## config.mk

```make
export PLATFORM = sky130hd
export DESIGN_NAME = regfile_mp
export DESIGN_NICKNAME = d
export VERILOG_FILES = /design/src/rtl/regfile_mp_pkg.sv /design/src/rtl/regfile_scoreboard.sv /design/src/rtl/regfile_mp.sv
export SDC_FILE = /design/constraint.sdc
export NUM_CORES = 2
export LEC_CHECK = 0
export BUFFER_PORTS_ARGS = -buffer_cell sky130_fd_sc_hd__buf_4
export CAP_MARGIN = 20
export CELL_PAD_IN_SITES_DETAIL_PLACEMENT = 0
export CELL_PAD_IN_SITES_GLOBAL_PLACEMENT = 2
export CORE_MARGIN = 2
export CORE_UTILIZATION = 31
export DETAILED_ROUTE_END_ITERATION = 6
export GPL_TIMING_DRIVEN = 0
export PLACE_DENSITY_LB_ADDON = 0.08
export SLEW_MARGIN = 20
export SYNTH_ARGS = -nofsm -noshare
export SYNTH_HDL_FRONTEND = slang
export SYNTH_HIERARCHICAL = 1
export SYNTH_SLANG_ARGS = --single-unit
```

## constraint.sdc

```tcl
create_clock -name clk_i -period 52.8 [get_ports clk_i]
set_input_delay 13.2 -clock clk_i [delete_from_list [all_inputs] [get_ports clk_i]]
set_output_delay 13.2 -clock clk_i [all_outputs]
set_load 0.02 [all_outputs]
```

## src/rtl/regfile_mp_pkg.sv

```systemverilog
// Shared constants for the multi-port integer register file.
// Default geometry and the hardwired-zero register index.
package regfile_mp_pkg;

    localparam int unsigned DW_DEF   = 32;
    localparam int unsigned AW_DEF   = 5;
    localparam int unsigned NRD_DEF  = 2;
    localparam int unsigned REG_ZERO = 0;

endpackage

```

## src/rtl/regfile_scoreboard.sv

```systemverilog
// Register scoreboard: pending bits set at issue, cleared at writeback.
// Tracks the pending population and flags double allocation.
module regfile_scoreboard
    import regfile_mp_pkg::*;
#(
    parameter int unsigned AW = AW_DEF
) (
    input  logic              clk_i,
    input  logic              rst_i,
    input  logic              set_i,
    input  logic [AW-1:0]     set_addr_i,
    input  logic              clr0_i,
    input  logic [AW-1:0]     clr0_addr_i,
    input  logic              clr1_i,
    input  logic [AW-1:0]     clr1_addr_i,
    output logic [2**AW-1:0]  pending_o,
    output logic [AW:0]       busy_cnt_o,
    output logic              err_o
);

    localparam int unsigned DEPTH = 2**AW;

    logic [DEPTH-1:0] pending_q, pending_d;
    logic [AW:0]      cnt_q, cnt_d;
    logic             err_q, err_d;

    logic hit0, hit1, same01;
    logic set_new, dec0, dec1;

    assign hit0   = set_i && clr0_i && (set_addr_i == clr0_addr_i);
    assign hit1   = set_i && clr1_i && (set_addr_i == clr1_addr_i);
    assign same01 = clr0_i && clr1_i && (clr0_addr_i == clr1_addr_i);

    // Only transitions that actually flip a bit move the count.
    assign set_new = set_i && !pending_q[set_addr_i];
    assign dec0    = clr0_i && pending_q[clr0_addr_i] && !hit0;
    assign dec1    = clr1_i && pending_q[clr1_addr_i] && !hit1 && !same01;

    always_comb begin
        pending_d = pending_q;
        if (clr0_i) pending_d[clr0_addr_i] = 1'b0;
        if (clr1_i) pending_d[clr1_addr_i] = 1'b0;
        if (set_i)  pending_d[set_addr_i]  = 1'b1;

        cnt_d = cnt_q + (AW+1)'(set_new)
                      - (AW+1)'(dec0)
                      - (AW+1)'(dec1);

        err_d = err_q;
        if (set_i && pending_q[set_addr_i] && !hit0 && !hit1)
            err_d = 1'b1;
    end

    always_ff @(posedge clk_i or posedge rst_i) begin
        if (rst_i) begin
            pending_q <= '0;
            cnt_q     <= '0;
            err_q     <= 1'b0;
        end else begin
            pending_q <= pending_d;
            cnt_q     <= cnt_d;
            err_q     <= err_d;
        end
    end

    assign pending_o  = pending_q;
    assign busy_cnt_o = cnt_q;
    assign err_o      = err_q;

endmodule

```

## src/rtl/regfile_mp.sv

```systemverilog
// Multi-port integer register file: NRD combinational reads, two writes,
// optional write-to-read bypass and a pending-register scoreboard.
module regfile_mp
    import regfile_mp_pkg::*;
#(
    parameter int unsigned DW     = DW_DEF,
    parameter int unsigned AW     = AW_DEF,
    parameter int unsigned NRD    = NRD_DEF,
    parameter bit          BYPASS = 1'b1
) (
    input  logic              clk_i,
    input  logic              rst_i,
    input  logic [NRD*AW-1:0] rd_addr,
    output logic [NRD*DW-1:0] rd_data,
    output logic [NRD-1:0]    rd_ready,
    input  logic              we0,
    input  logic [AW-1:0]     waddr0,
    input  logic [DW-1:0]     wdata0,
    input  logic              we1,
    input  logic [AW-1:0]     waddr1,
    input  logic [DW-1:0]     wdata1,
    input  logic              alloc_en,
    input  logic [AW-1:0]     alloc_addr,
    output logic [AW:0]       busy_cnt,
    output logic              err_o
);

    localparam int unsigned  DEPTH = 2**AW;
    localparam logic [AW-1:0] ZERO = AW'(REG_ZERO);

    logic [DW-1:0]    regs_q [DEPTH];
    logic [DW-1:0]    regs_d [DEPTH];
    logic [DEPTH-1:0] pending;
    logic             wr0, wr1, alloc;

    assign wr0   = we0 && (waddr0 != ZERO);
    assign wr1   = we1 && (waddr1 != ZERO);
    assign alloc = alloc_en && (alloc_addr != ZERO);

    // Port 1 applied last so it wins a same-address collision.
    always_comb begin
        regs_d = regs_q;
        if (wr0) regs_d[waddr0] = wdata0;
        if (wr1) regs_d[waddr1] = wdata1;
    end

    always_ff @(posedge clk_i or posedge rst_i) begin
        if (rst_i) begin
            for (int i = 0; i < DEPTH; i++)
                regs_q[i] <= '0;
        end else begin
            regs_q <= regs_d;
        end
    end

    regfile_scoreboard #(
        .AW (AW)
    ) u_sb (
        .clk_i       (clk_i),
        .rst_i       (rst_i),
        .set_i       (alloc),
        .set_addr_i  (alloc_addr),
        .clr0_i      (wr0),
        .clr0_addr_i (waddr0),
        .clr1_i      (wr1),
        .clr1_addr_i (waddr1),
        .pending_o   (pending),
        .busy_cnt_o  (busy_cnt),
        .err_o       (err_o)
    );

    for (genvar i = 0; i < NRD; i++) begin : g_rd
        logic [AW-1:0] ra;
        logic [DW-1:0] rdat;
        logic          rrdy;

        assign ra = rd_addr[i*AW +: AW];

        // Bypass is held off during reset so reads stay zero.
        always_comb begin
            rdat = regs_q[ra];
            rrdy = !pending[ra];
            if (ra == ZERO) begin
                rdat = '0;
                rrdy = 1'b1;
            end else if (BYPASS && !rst_i) begin
                if (wr0 && (waddr0 == ra)) begin
                    rdat = wdata0;
                    rrdy = 1'b1;
                end
                if (wr1 && (waddr1 == ra)) begin
                    rdat = wdata1;
                    rrdy = 1'b1;
                end
            end
        end

        assign rd_data[i*DW +: DW] = rdat;
        assign rd_ready[i]         = rrdy;
    end

endmodule
```

==> flow_summary_export.csv <==
group,metric,value,unit
status,outcome,"finished clean",
power,power_density,40.1,nW/um^2
logic_synthesis,synth_edf_count,0,
drt,drt-total-wl,417000,um
drt,final_antenna_net_count,0,
logic_synthesis,synth.avg_cell_area,9.59,um^2
floorplan,initial_utilization,0.312,
drt,drt_first_pass_iters,6,
power,leakage,34.3,nW
floorplan,die_x,477,um
cts,clock_sinks,1063,
placed_design,hpwl,341000,um
drt,drc_errors,0,
logic_synthesis,ys_seq_elements,1063,
sta,fin_skew,0.0129,ns
logic_synthesis,syn_inst,7221,
sta,rsz0062_at_grt,"no",
logic_synthesis,yosysTopAreaCellShare,0.384,
drt,via_count,62891,
cts,cts_buffers,143,
layout,drive_above_1_share,0.115,
layout,nNetsFinal,7597,
cts,tritoncts,"yes",
placed_design,gp_congestion,1.03,
floorplan,die_y,477,um
placed_design,dp.cells,10325,
setup_path,worstSetupStartpointType,"input port",
layout,syn2layout_area_growth,14.6,%
floorplan,dieArea,227000,um^2
drt,viasPerCell,5.94,
logic_synthesis,synth.most_common_cell,"mux2i_1",
logic_synthesis,async_reset_ff_frac,1.00,
floorplan,row_count,173,
layout,fin_cells,10593,
logic_synthesis,yosysSeqAreaShare,0.384,
grt,antenna_found_initial,23,
logic_synthesis,synth_top_flop_cell,"dfrtp_1",
grt,grt_max_degree,94,
min_path,hp-class,"register to register",
grt,overflow,0,
sta,worst_pin_slew,1.31,ns
setup_path,cp.arrival,18.03,ns
sta,slew_viol_final,0,
cts,clk_latency,0.81,ns
grt,grtUsageTotal,0.356,
drt,drt_iter0_drc,7745,
cts,cts_resized,0,
run,cap_violations,0,
setup_path,cp-end-kind,"output pin",
sta,finalSetupViolCount,0,
logic_synthesis,yosys_warnings,6,
cts,hold_buffers,0,
cts,cts_buffer_depth,3,
sta,period_needed,31.23,ns
drt,wire_per_inst,39.4,um
grt,grt_pass1_wl,553000,um
setup_path,required,39.60,ns
power,p_total,0.00319,W
grt,grt_pass1_vias,59680,
cts,cts_setup_buffers,0,
logic_synthesis,synth_nets,7323,
cts,cts_root_buf,"clkbuf_16",
logic_synthesis,synth_commonest_cells,"1682 x mux2i_1, 1063 x dfrtp_1, 688 x nand2_1",
floorplan,ios,167,
cts,htree_num_levels,4,
setup_path,crit_fanout,10,
logic_synthesis,synthDistinctLibCells,60,
logic_synthesis,synth_area,69300,um^2
sta,final-hold-violation-count,0,
logic_synthesis,synth_area_leaders,"dfrtp_1 38%, mux2i_1 24%, mux4_2 7.0%",
floorplan,core_area,222000,um^2
setup_path,worstSetupPathType,"input port to output pin",
cts,clk_transition_reported_paths,0.06,ns
sta,fin_crit_sh,0.592,
sta,fmax,32.0,MHz
power,ir_worst_vdd,0.0000302,V
placed_design,port_buffers,103,
layout,utilization,0.357,
sta,slew_headroom,0.121,
logic_synthesis,yosysTopAreaCell,"dfrtp_1",
critical path, stage by stage:
cell,delay (ns)
buf_2,0.39
buf_2,0.57
and2_1,0.20
buf_2,0.47
clkbuf_1,0.95
a22oi_1,0.23
nand4_1,0.46
o21ai_0,0.25
a211oi_1,0.80
a211oi_2,0.21
buf_4,0.23
worst paths after layout:
kind                       slack, ns                         start  depth (start not counted)                            to
max in group asynchronous      38.18                         rst_i                          6          regs_q[46]$_DFF_PP0_
setup / recovery               21.57                    rd_addr[5]                         11                   rd_data[51]
setup reg to reg               48.98  u_sb/pending_o[27]$_DFF_PP0_                         15  u_sb/busy_cnt_o[5]$_DFF_PP0_
min in group asynchronous      12.41                         rst_i                          2  u_sb/busy_cnt_o[5]$_DFF_PP0_
hold reg to reg                 0.48        u_sb/err_o$_DFFE_PP0P_                          1        u_sb/err_o$_DFFE_PP0P_
hold / removal                  0.48        u_sb/err_o$_DFFE_PP0P_                          1        u_sb/err_o$_DFFE_PP0P_
area by class of cell:
cell class	count	area, um^2
Fill cell	22970	143000
Multi-Input combinational cell	5251	39000
Sequential cell	1063	26600
Clock buffer	211	4270
Tap cell	2975	3720
Buffer	889	3710
Timing Repair Buffer	129	1350
Clock inverter	48	619
Inverter	18	75.1
Antenna cell	9	22.5
cell families after synthesis:
| family | Yosys count | synth area share |
|---|---|---|
| buf+inv | 907 | 0.0542 |
| fa+ha+maj | 8 | 0.00166 |
| simple gates | 1618 | 0.0978 |
| xor+xnor | 39 | 0.00493 |
| flops | 1063 | 0.384 |
| compound gates | 1677 | 0.142 |
| mux | 1909 | 0.315 |
placed cells by master (no fill, tap or decap), drive strengths merged, types with 66 or more instances in the layout:
cell type / netlist / routed
a211oi: 106 / 106
a21oi: 614 / 614
a22oi: 313 / 313
buf: 309 / 438
clkbuf: 579 / 790
dfrtp: 1063 / 1063
mux2i: 1682 / 1682
mux4: 215 / 215
nand2: 688 / 688
nand3: 138 / 138
nand4: 66 / 66
nor2: 609 / 609
o21ai: 519 / 519
stage by stage:
stage / TNS [ns] / instance area [um^2] / hold slack (ns) / worst slack (ns)
after floorplan: 0 / 69300 / 0.441 / 3.08
after global placement: -6684.52 / 73800 / 0.456 / -10.96
after detailed placement: 0 / 74500 / 0.469 / 21.86
after CTS: 0 / 79300 / 0.482 / 21.84
after global routing: 0 / 79300 / 0.503 / 21.80
final: 0 / 79400 / 0.482 / 21.57
state kept, by name, summed over array words and instances, names as in the netlist:
register and count:
u_sb/busy_cnt_o 6, u_sb/pending_o 32, u_sb/err_o 1, regs_q 1024
routing by layer:
metal	track usage	routed length, um	vias to the layer above
li1	-	-	26674
met1	0.499	187000	32670
met2	0.522	177000	2961
met3	0.0957	35800	574
met4	0.126	17100	12
met5	0	76	-
where the power goes:
group | internal [W] | switching [W] | total, W
clock network | 0.000615 | 0.000431 | 0.00105
registers | 0.00103 | 0.000238 | 0.00126
logic | 0.000352 | 0.000524 | 0.000876
total | 0.00199 | 0.00119 | 0.00319
Note: power is estimated with default switching activity, not from simulation.
